===== config.mk =====
export PLATFORM = sky130hd
export DESIGN_NAME = data_stack_ctrl
export DESIGN_NICKNAME = d
export VERILOG_FILES = /design/src/rtl/stack_pkg.sv /design/src/rtl/stack_ram.sv /design/src/rtl/data_stack_ctrl.sv
export SDC_FILE = /design/constraint.sdc
export NUM_CORES = 1
export LEC_CHECK = 0
export BUFFER_PORTS_ARGS = -buffer_cell sky130_fd_sc_hd__buf_2
export CAP_MARGIN = 15
export CORE_AREA = 2 2 169 171
export DETAILED_ROUTE_END_ITERATION = 7
export DIE_AREA = 0 0 171 173
export GPL_ROUTABILITY_DRIVEN = 1
export PLACE_DENSITY = 0.72
export RECOVER_POWER = 50
export SETUP_SLACK_MARGIN = 0.15
export SYNTH_ARGS = -nofsm -noshare
export SYNTH_HDL_FRONTEND = slang
export SYNTH_SLANG_ARGS = --single-unit

===== constraint.sdc =====
create_clock -name clk -period 6.2 [get_ports clk]
set_input_delay 1.55 -clock clk [delete_from_list [all_inputs] [get_ports clk]]
set_output_delay 1.55 -clock clk [all_outputs]
set_load 0.005 [all_outputs]

===== src/rtl/stack_pkg.sv =====
// Shared constants, FSM state type and ALU select classifier for the data stack.
package stack_pkg;

   // Decoder command opcodes
   localparam logic [1:0] OP_NOP  = 2'b00;
   localparam logic [1:0] OP_PUSH = 2'b01;
   localparam logic [1:0] OP_DROP = 2'b10;
   localparam logic [1:0] OP_ALU  = 2'b11;

   // ALU select codes
   localparam logic [3:0] SEL_PASS = 4'h0;
   localparam logic [3:0] SEL_ADD  = 4'h1;
   localparam logic [3:0] SEL_SUB  = 4'h2;
   localparam logic [3:0] SEL_AND  = 4'h3;
   localparam logic [3:0] SEL_OR   = 4'h6;
   localparam logic [3:0] SEL_XOR  = 4'h7;
   localparam logic [3:0] SEL_SHL  = 4'h8;
   localparam logic [3:0] SEL_SHR  = 4'h9;
   localparam logic [3:0] SEL_GT   = 4'hA;
   localparam logic [3:0] SEL_EQ   = 4'hB;
   localparam logic [3:0] SEL_NOT  = 4'hC;
   localparam logic [3:0] SEL_SWAP = 4'hD;

   // Error causes
   localparam logic [1:0] ERR_NONE = 2'b00;
   localparam logic [1:0] ERR_OVF  = 2'b01;
   localparam logic [1:0] ERR_UNF  = 2'b10;
   localparam logic [1:0] ERR_ILL  = 2'b11;

   typedef enum logic {ST_RUN, ST_ERR} state_t;

   typedef enum logic [2:0] {CLS_PASS, CLS_BIN, CLS_UNA, CLS_SWAP, CLS_ILL} sel_class_t;

   // Map a select code to the stack effect it has
   function automatic sel_class_t classify_sel(input logic [3:0] sel);
      sel_class_t cls;
      case (sel)
         SEL_PASS: cls = CLS_PASS;
         SEL_ADD, SEL_SUB, SEL_AND, SEL_OR, SEL_XOR,
         SEL_SHL, SEL_SHR, SEL_GT, SEL_EQ: cls = CLS_BIN;
         SEL_NOT:  cls = CLS_UNA;
         SEL_SWAP: cls = CLS_SWAP;
         default:  cls = CLS_ILL;
      endcase
      return cls;
   endfunction

endpackage


===== src/rtl/stack_ram.sv =====
// Spill storage for stack entries below NEXT: one clocked write port, one
// asynchronous read port, no reset.
module stack_ram #(
   parameter int WIDTH = 16,
   parameter int DEPTH = 16,
   parameter int AW    = 4
) (
   input  logic             clk,
   input  logic             we,
   input  logic [AW-1:0]    waddr,
   input  logic [WIDTH-1:0] wdata,
   input  logic [AW-1:0]    raddr,
   output logic [WIDTH-1:0] rdata
);

   logic [WIDTH-1:0] mem [DEPTH];

   // Write port updates on the rising edge only
   always_ff @(posedge clk) begin
      if (we) mem[waddr] <= wdata;
   end

   assign rdata = mem[raddr];

endmodule


===== src/rtl/data_stack_ctrl.sv =====
// Data-stack controller: TOS/NEXT in registers, deeper entries spilled to
// stack_ram. Feeds the combinational ALU and writes its results back.
//
// Handshake: a command transfers on a rising edge where cmd_valid and
// cmd_ready are both high; cmd_ready is high exactly in RUN, and the
// decoder holds cmd_op/cmd_sel/cmd_lit stable while cmd_valid is high.
module data_stack_ctrl
   import stack_pkg::*;
#(
   parameter int WIDTH = 16,
   parameter int DEPTH = 16,
   parameter int DW    = $clog2(DEPTH+3)
) (
   input  logic             clk,
   input  logic             rst_n,
   input  logic             cmd_valid,
   output logic             cmd_ready,
   input  logic [1:0]       cmd_op,
   input  logic [3:0]       cmd_sel,
   input  logic [WIDTH-1:0] cmd_lit,
   output logic [WIDTH-1:0] o_alu_tos,
   output logic [WIDTH-1:0] o_alu_next,
   output logic [3:0]       o_alu_select,
   input  logic [WIDTH-1:0] alu_tos,
   input  logic [WIDTH-1:0] alu_next,
   output logic [DW-1:0]    o_depth,
   output logic             o_err,
   output logic [1:0]       o_err_code,
   input  logic             err_clr
);

   localparam int AW = (DEPTH > 1) ? $clog2(DEPTH) : 1;
   localparam logic [DW-1:0] MAX_DEPTH = DW'(DEPTH + 2);

   state_t           state, state_nxt;
   logic [WIDTH-1:0] tos, tos_nxt;
   logic [WIDTH-1:0] nos, nos_nxt;
   logic [DW-1:0]    depth, depth_nxt;
   logic [1:0]       err_code, err_code_nxt;
   logic             ram_we;
   logic [AW-1:0]    ram_waddr, ram_raddr;
   logic [WIDTH-1:0] ram_rdata;
   logic [WIDTH-1:0] refill;
   logic             accept;
   sel_class_t       sel_cls;

   // Entry that becomes NEXT when the stack shrinks: mem[d-3], or 0 if none
   assign ram_waddr = AW'(depth - DW'(2));
   assign ram_raddr = AW'(depth - DW'(3));
   assign refill    = (depth >= DW'(3)) ? ram_rdata : '0;

   assign accept    = cmd_valid && (state == ST_RUN);
   assign sel_cls   = classify_sel(cmd_sel);

   assign cmd_ready    = (state == ST_RUN);
   assign o_alu_tos    = tos;
   assign o_alu_next   = nos;
   assign o_alu_select = (accept && cmd_op == OP_ALU) ? cmd_sel : 4'b0000;
   assign o_depth      = depth;
   assign o_err        = (state == ST_ERR);
   assign o_err_code   = err_code;

   stack_ram #(.WIDTH(WIDTH), .DEPTH(DEPTH), .AW(AW)) u_ram (
      .clk   (clk),
      .we    (ram_we),
      .waddr (ram_waddr),
      .wdata (nos),
      .raddr (ram_raddr),
      .rdata (ram_rdata)
   );

   // State, stack registers and error code update on the rising edge
   always_ff @(posedge clk or negedge rst_n) begin
      if (!rst_n) begin
         state    <= ST_RUN;
         tos      <= '0;
         nos      <= '0;
         depth    <= '0;
         err_code <= ERR_NONE;
      end else begin
         state    <= state_nxt;
         tos      <= tos_nxt;
         nos      <= nos_nxt;
         depth    <= depth_nxt;
         err_code <= err_code_nxt;
      end
   end

   // Command checks and stack effects; a failing command changes nothing but the FSM
   always_comb begin
      state_nxt    = state;
      tos_nxt      = tos;
      nos_nxt      = nos;
      depth_nxt    = depth;
      err_code_nxt = err_code;
      ram_we       = 1'b0;
      case (state)
         ST_RUN: begin
            if (cmd_valid) begin
               case (cmd_op)
                  OP_PUSH: begin
                     if (depth == MAX_DEPTH) begin
                        state_nxt    = ST_ERR;
                        err_code_nxt = ERR_OVF;
                     end else begin
                        ram_we    = (depth >= DW'(2));
                        nos_nxt   = tos;
                        tos_nxt   = cmd_lit;
                        depth_nxt = depth + DW'(1);
                     end
                  end
                  OP_DROP: begin
                     if (depth == '0) begin
                        state_nxt    = ST_ERR;
                        err_code_nxt = ERR_UNF;
                     end else begin
                        tos_nxt   = nos;
                        nos_nxt   = refill;
                        depth_nxt = depth - DW'(1);
                     end
                  end
                  OP_ALU: begin
                     case (sel_cls)
                        CLS_ILL: begin
                           state_nxt    = ST_ERR;
                           err_code_nxt = ERR_ILL;
                        end
                        CLS_BIN: begin
                           if (depth < DW'(2)) begin
                              state_nxt    = ST_ERR;
                              err_code_nxt = ERR_UNF;
                           end else begin
                              tos_nxt   = alu_tos;
                              nos_nxt   = refill;
                              depth_nxt = depth - DW'(1);
                           end
                        end
                        CLS_UNA: begin
                           if (depth == '0) begin
                              state_nxt    = ST_ERR;
                              err_code_nxt = ERR_UNF;
                           end else begin
                              tos_nxt = alu_tos;
                           end
                        end
                        CLS_SWAP: begin
                           if (depth < DW'(2)) begin
                              state_nxt    = ST_ERR;
                              err_code_nxt = ERR_UNF;
                           end else begin
                              tos_nxt = alu_tos;
                              nos_nxt = alu_next;
                           end
                        end
                        default: ;
                     endcase
                  end
                  default: ;
               endcase
            end
         end
         ST_ERR: begin
            if (err_clr) begin
               state_nxt    = ST_RUN;
               err_code_nxt = ERR_NONE;
            end
         end
         default: state_nxt = ST_RUN;
      endcase
   end

endmodule


**After elaboration in Yosys (flattened, before gate mapping)**

Memories as Yosys holds them, arrays and structs flattened.
Cells that the tools add are included.

- Bits in writable memories: 256
- Memories kept: 2
- Output and inout bits: 45
- Bits of input ports: 58
- Word-level logic and storage cells: 89
- Bits in read-only memories: 48
- Register bits: 40

Memory list:

| memory | words | width | rd ports | clocked after Yosys merged registers in | wr ports | line | source |
|---|---|---|---|---|---|---|---|
| u_ram.mem | 16 | 16 | 1 | 0 | 1 | stack_ram.sv:16 | `logic [WIDTH-1:0] mem [DEPTH];` |
| (no name shown) | 16 | 3 | 1 | 0 | 0 | stack_pkg.sv:37 | `case (sel)` |

- Add/subtract/negate cells: 4
- Bitwise logic cells: 1
- Eq/ne operators: 24
- Mux-type cells: 41
- Reduce and logical (&&, ||, !) cells: 9
- $lt $le $gt $ge: 3

Operators with widths:

| operator | count |
|---|---|
| $mux W16 | 9 |
| $pmux W16 S3 | 2 |
| $pmux W16 S2 | 2 |
| $mux W5 | 4 |
| $reduce_and A8 Y1 | 2 |
| $ne A3 B3 Y1 const B | 5 |
| $pmux W5 S3 | 1 |
| $pmux W2 S3 | 2 |
| $mux W1 | 11 |
| $ge A5 B2 Y1 const B | 2 |
| $mux W2 | 5 |
| $ne A2 B2 Y1 const B | 5 |
| $sub A4 B2 Y4 const B | 2 |
| $reduce_and A7 Y1 | 1 |
| $eq A3 B2 Y1 const B | 2 |
| $pmux W1 S3 | 2 |
| $reduce_and A6 Y1 | 1 |
| $add A5 B1 Y5 const B | 1 |
| $eq A5 B5 Y1 const B | 1 |
| $logic_not A5 Y1 | 1 |
| $lt A5 B2 Y1 const B | 1 |
| $ne A5 B3 Y1 const B | 1 |
| $sub A5 B1 Y5 const B | 1 |
| $eq A2 B2 Y1 const B | 2 |
| 15 further kinds | 16 |

**Longest topological paths before layout**

- Depth in word-level cells: 7
- Gate-level depth with buffers: 11
- Mapped depth without buffers: 10

**Hierarchy**

Synthesis repeated with hierarchy kept, for this count alone.

- Cell total of the unflattened synthesis: 700
- Area total of the unflattened synthesis: 12391.9 µm²

By module, submodules not included:

| module | sequential area each (µm²) | cells each | area each (µm²) | times used |
|---|---|---|---|---|
| stack_ram | 7687.4 | 416 | 9721.8 | 1 |
| data_stack_ctrl | 1001.0 | 284 | 2670.1 | 1 |

**Least setup slack after synthesis**

Ideal clock, no wire load.

- Path type: input-to-output
- Start: input cmd_op[0]
- End: output o_alu_select[0]
- Buffers on the path: 2
- Path slack: 2.312 ns
- Stages on the path: 4
- Data arrival time: 2.338 ns
- Data required time: 4.650 ns
- Cells stage by stage: ha_1 -> clkbuf_1 -> clkbuf_1 -> and3_1

- Word-level cells in the longest chain between the ends: 3

Ends and longest elaborated chain:

| element | line | source |
|---|---|---|
| from (decl) | data_stack_ctrl.sv:18 | `input logic [1:0] cmd_op,` |
| $eq A2 B2 Y1 | data_stack_ctrl.sv:58 | `assign o_alu_select = (accept && cmd_op == OP_ALU) ? cmd_sel : 4'b0000;` |
| $logic_and A1 B1 Y1 | data_stack_ctrl.sv:58 |  |
| $mux W4 | data_stack_ctrl.sv:58 |  |
| to (decl) | data_stack_ctrl.sv:23 | `output logic [3:0] o_alu_select,` |

No other way between the ends.

**Final worst setup path**

- Start: input cmd_op[0]
- End: output o_alu_select[2]

The elaborated chain is that of the path after synthesis.

==> flow_summary.yaml <==
global_route:
  track_usage: 0.215
  grt_pass1_wl_mm: 47.6
  first_global_vias: 7668
  grt_max_degree: 62
  globalRoute.totalOverflow: 0
  antenna_found_initial: 0
logic_synthesis:
  yosys_warnings: 0
  synth_top_area_frac: 0.620
  synthCells: 885
  ys_seq_elements: 296
  ys_seq_area_frac: 0.701
  synth_common_cells: "edfxtp_1 (256), nand2_1 (176), nor2_1 (44), dfrtp_1 (40), mux4_2 (34)"
  synth_top_family_by_area: "simple AND/OR/NAND/NOR gates"
  synth_cell_types: 48
  synthAdderAreaFrac: 0.0147
  synth_most_common_cell: "edfxtp_1"
  yosys-top-cells-area: "edfxtp_1 (62%), dfrtp_1 (8.1%), mux4_2 (6.2%), nand2_1 (5.3%), a31oi_1 (1.7%)"
  synth.cell_area_sq_mm: 0.0124
  synth_mux_area_frac: 0.0627
  async_flop_share: 0.135
  synth_xor_area_frac: 0.00828
  synthSimpleGateAreaFrac: 0.109
  syn_area_per_cell_sq_um: 14.0
  synth_edf_count: 256
  synth_area_leader_cell: "edfxtp_1"
  synth.net_count: 957
  synth_compound_area_frac: 0.0785
  synth_ff_type: "edfxtp_1"
setup_path:
  path_class: "primary input to primary output"
  worst-endpoint-required_ns: 4.65
  start_kind: "primary input"
  critPathMaxFanout: 26
  cp_top_family: "buffers and inverters"
  r2r_cells: 8
  cp.buffers_inverters: 4
  worstPathCellList: "clkbuf_1, ha_1, buf_4, inv_1, nor3_1, buf_2"
  cp_slowest_cell: "buf_4"
  worst-path-stages: 6
  worst_path_largest_cell_delay_ns: 0.28
  critical_path_arrival_ns: 2.70
  crit_path_end_kind: "primary output"
final_layout:
  diodes: 0
  drive_above_1_share: 0.198
  stdcell_area_sq_mm: 0.0144
  area_growth_pct: 16.0
  fin_nets: 1074
  nFillCells: 2290
clock_tree:
  cts_root_buf: "clkbuf_16"
  htreeDepth: 1
  clk_latency_ns: 0.55
  post_cts_resized: 0
  cts_setup_buffers: 0
  cts.sinks: 296
  cts_buffers: 30
  clk_pin_slew_worst_paths_ns: 0.06
  clockBufferDepth: 3
  cts_tree: "built"
  cts_hold_buf: 0
floorplan:
  die_h_um: 173
  rows: 61
  initial_core_util: 0.449
  core_area_sq_mm: 0.0276
  die_x_um: 171
  die-area_sq_mm: 0.0296
  boundaryPins: 103
power_and_ir_drop:
  pwr-share-seq: 0.409
  power_density_mw_per_mm2: 504
  leakage_nw: 5.18
  p_int_w: 0.00454
  pwr-share-comb: 0.345
  p_sw_frac: 0.373
  p_clk_frac: 0.245
  p_sw_w: 0.00271
  peakVddDrop_mv: 0.260
drt:
  dr.pass1.iters: 5
  routed_wl_mm: 32.0
  drc: 0
  drt_iter0_drc: 1442
  ant_nets: 0
  via_count: 8022
  viasPerCell: 5.71
  wl_per_cell_um: 22.8
timing:
  period_share: 0.685
  hold_viol_final: 0
  finalSetupViolCount: 0
  worstMarginPinSlew_ns: 2.36
  fin_crit_ns: 4.25
  skew_ns: 0.0121
  drv_slew: 41
  rsz0062_at_grt: "false"
  slew_headroom: -0.576
  tns_ns: 0
  max_freq_mhz: 235
hold_path:
  hold_path_depth: 1
  hold_path.class: "flip-flop to flip-flop"
placement:
  dp_hpwl_mm: 20.1
  numPortBuffers: 102
  placed_area_sq_mm: 0.0134
  routabilityCongestion: 0.944
job:
  cap_violations: 1
status:
  violations: "capacitance limit, slew limit"
  status: "complete, but fails checks"
## power groups by stage
stage               clock network [W]  logic [W]  registers (W)
floorplan                           0    0.00162        0.00287
global placement                    0    0.00246        0.00298
detailed placement                  0    0.00250        0.00300
CTS                           0.00179    0.00251        0.00296
global route                  0.00187    0.00274        0.00300
finish                        0.00178    0.00251        0.00297
## cells by family after synthesis
group / Yosys count
AND/OR/NAND/NOR: 306
multiplexers: 35
flip-flops: 296
adder cells (fa/ha/maj): 14
AO/OA/AOI/OAI: 148
XOR/XNOR: 10
buffers and inverters: 76
## metrics by stage
step | util | instances | hold slack, ns | setup slack (ns) | total power (W)
after floorplan | - | 885 | 0.493 | 2.31 | 0.00449
final | 0.520 | 1404 | 0.556 | 1.95 | 0.00725
after detailed placement | 0.485 | 1344 | 0.532 | 2.01 | 0.00550
after global placement | 0.485 | 1344 | 0.526 | 1.99 | 0.00544
after global routing | 0.520 | 1404 | 0.564 | 1.90 | 0.00761
after CTS | 0.521 | 1400 | 0.551 | 2.01 | 0.00726
## flip-flops by register name, summed over array words and instances, names as in the netlist
name / flops
o_err: 1
o_alu_tos: 16
u_ram.mem: 256
o_depth: 5
o_err_code: 2
o_alu_next: 16
## cell type report
cell class	instances	area, sq um	share of cell area
clock buffers	45	878	0.0611
flip-flops and latches	296	8690	0.604
clock inverters	11	108	0.00749
multi-input cells	513	3410	0.237
inverters	27	101	0.00705
repair buffers	134	714	0.0497
well taps	378	473	0.0329
## metal layers
layer | wire (um) | vias to the layer above | GRT usage
li1 | - | 3586 | -
met1 | 13200 | 3960 | 0.315
met2 | 15100 | 429 | 0.340
met3 | 2960 | 47 | 0.0302
met4 | 644 | 0 | 0.0554
met5 | 0 | - | 0
## worst register-to-register path, delay by kind of cell (launching register included)
family	cells	cell delay, ns
xor+xnor	1	0.72
compound gates	3	0.59
simple gates	1	0.15
fa+ha+maj	1	0.59
flops	1	0.35
buf+inv	2	1.29
## cell usage in the layout, fill, tap and decap left out, drive strengths merged, types with 2 or more instances in the layout
cell | Yosys | final
a211oi | 3 | 3
a21o | 2 | 2
a21oi | 26 | 26
a222oi | 16 | 16
a22o | 17 | 17
a31oi | 33 | 33
and3 | 19 | 19
buf | 24 | 114
bufinv | 0 | 2
clkbuf | 25 | 65
clkinv | 0 | 7
dfrtp | 40 | 40
edfxtp | 256 | 256
ha | 13 | 13
inv | 27 | 28
mux4 | 34 | 34
nand2 | 176 | 176
nand2b | 4 | 4
nand3 | 32 | 32
nand4 | 17 | 17
nor2 | 44 | 44
nor2b | 4 | 4
nor3 | 4 | 4
o21ai | 43 | 43
xnor2 | 5 | 5
xor2 | 5 | 5
## final timing paths
kind	from	to	slack [ns]
max in group asynchronous	rst_n	o_depth[0]$_DFFE_PN0P_	2.97
max reg2reg	o_depth[0]$_DFFE_PN0P_	o_alu_next[7]$_DFFE_PN0P_	2.43
max	cmd_op[0]	o_alu_select[2]	1.95
min reg2reg	o_err_code[1]$_DFFE_PN0P_	o_err_code[1]$_DFFE_PN0P_	0.56
min	o_err_code[1]$_DFFE_PN0P_	o_err_code[1]$_DFFE_PN0P_	0.56
min in group asynchronous	rst_n	o_alu_tos[0]$_DFFE_PN0P_	1.71
Power figures use the tool's default switching activity.
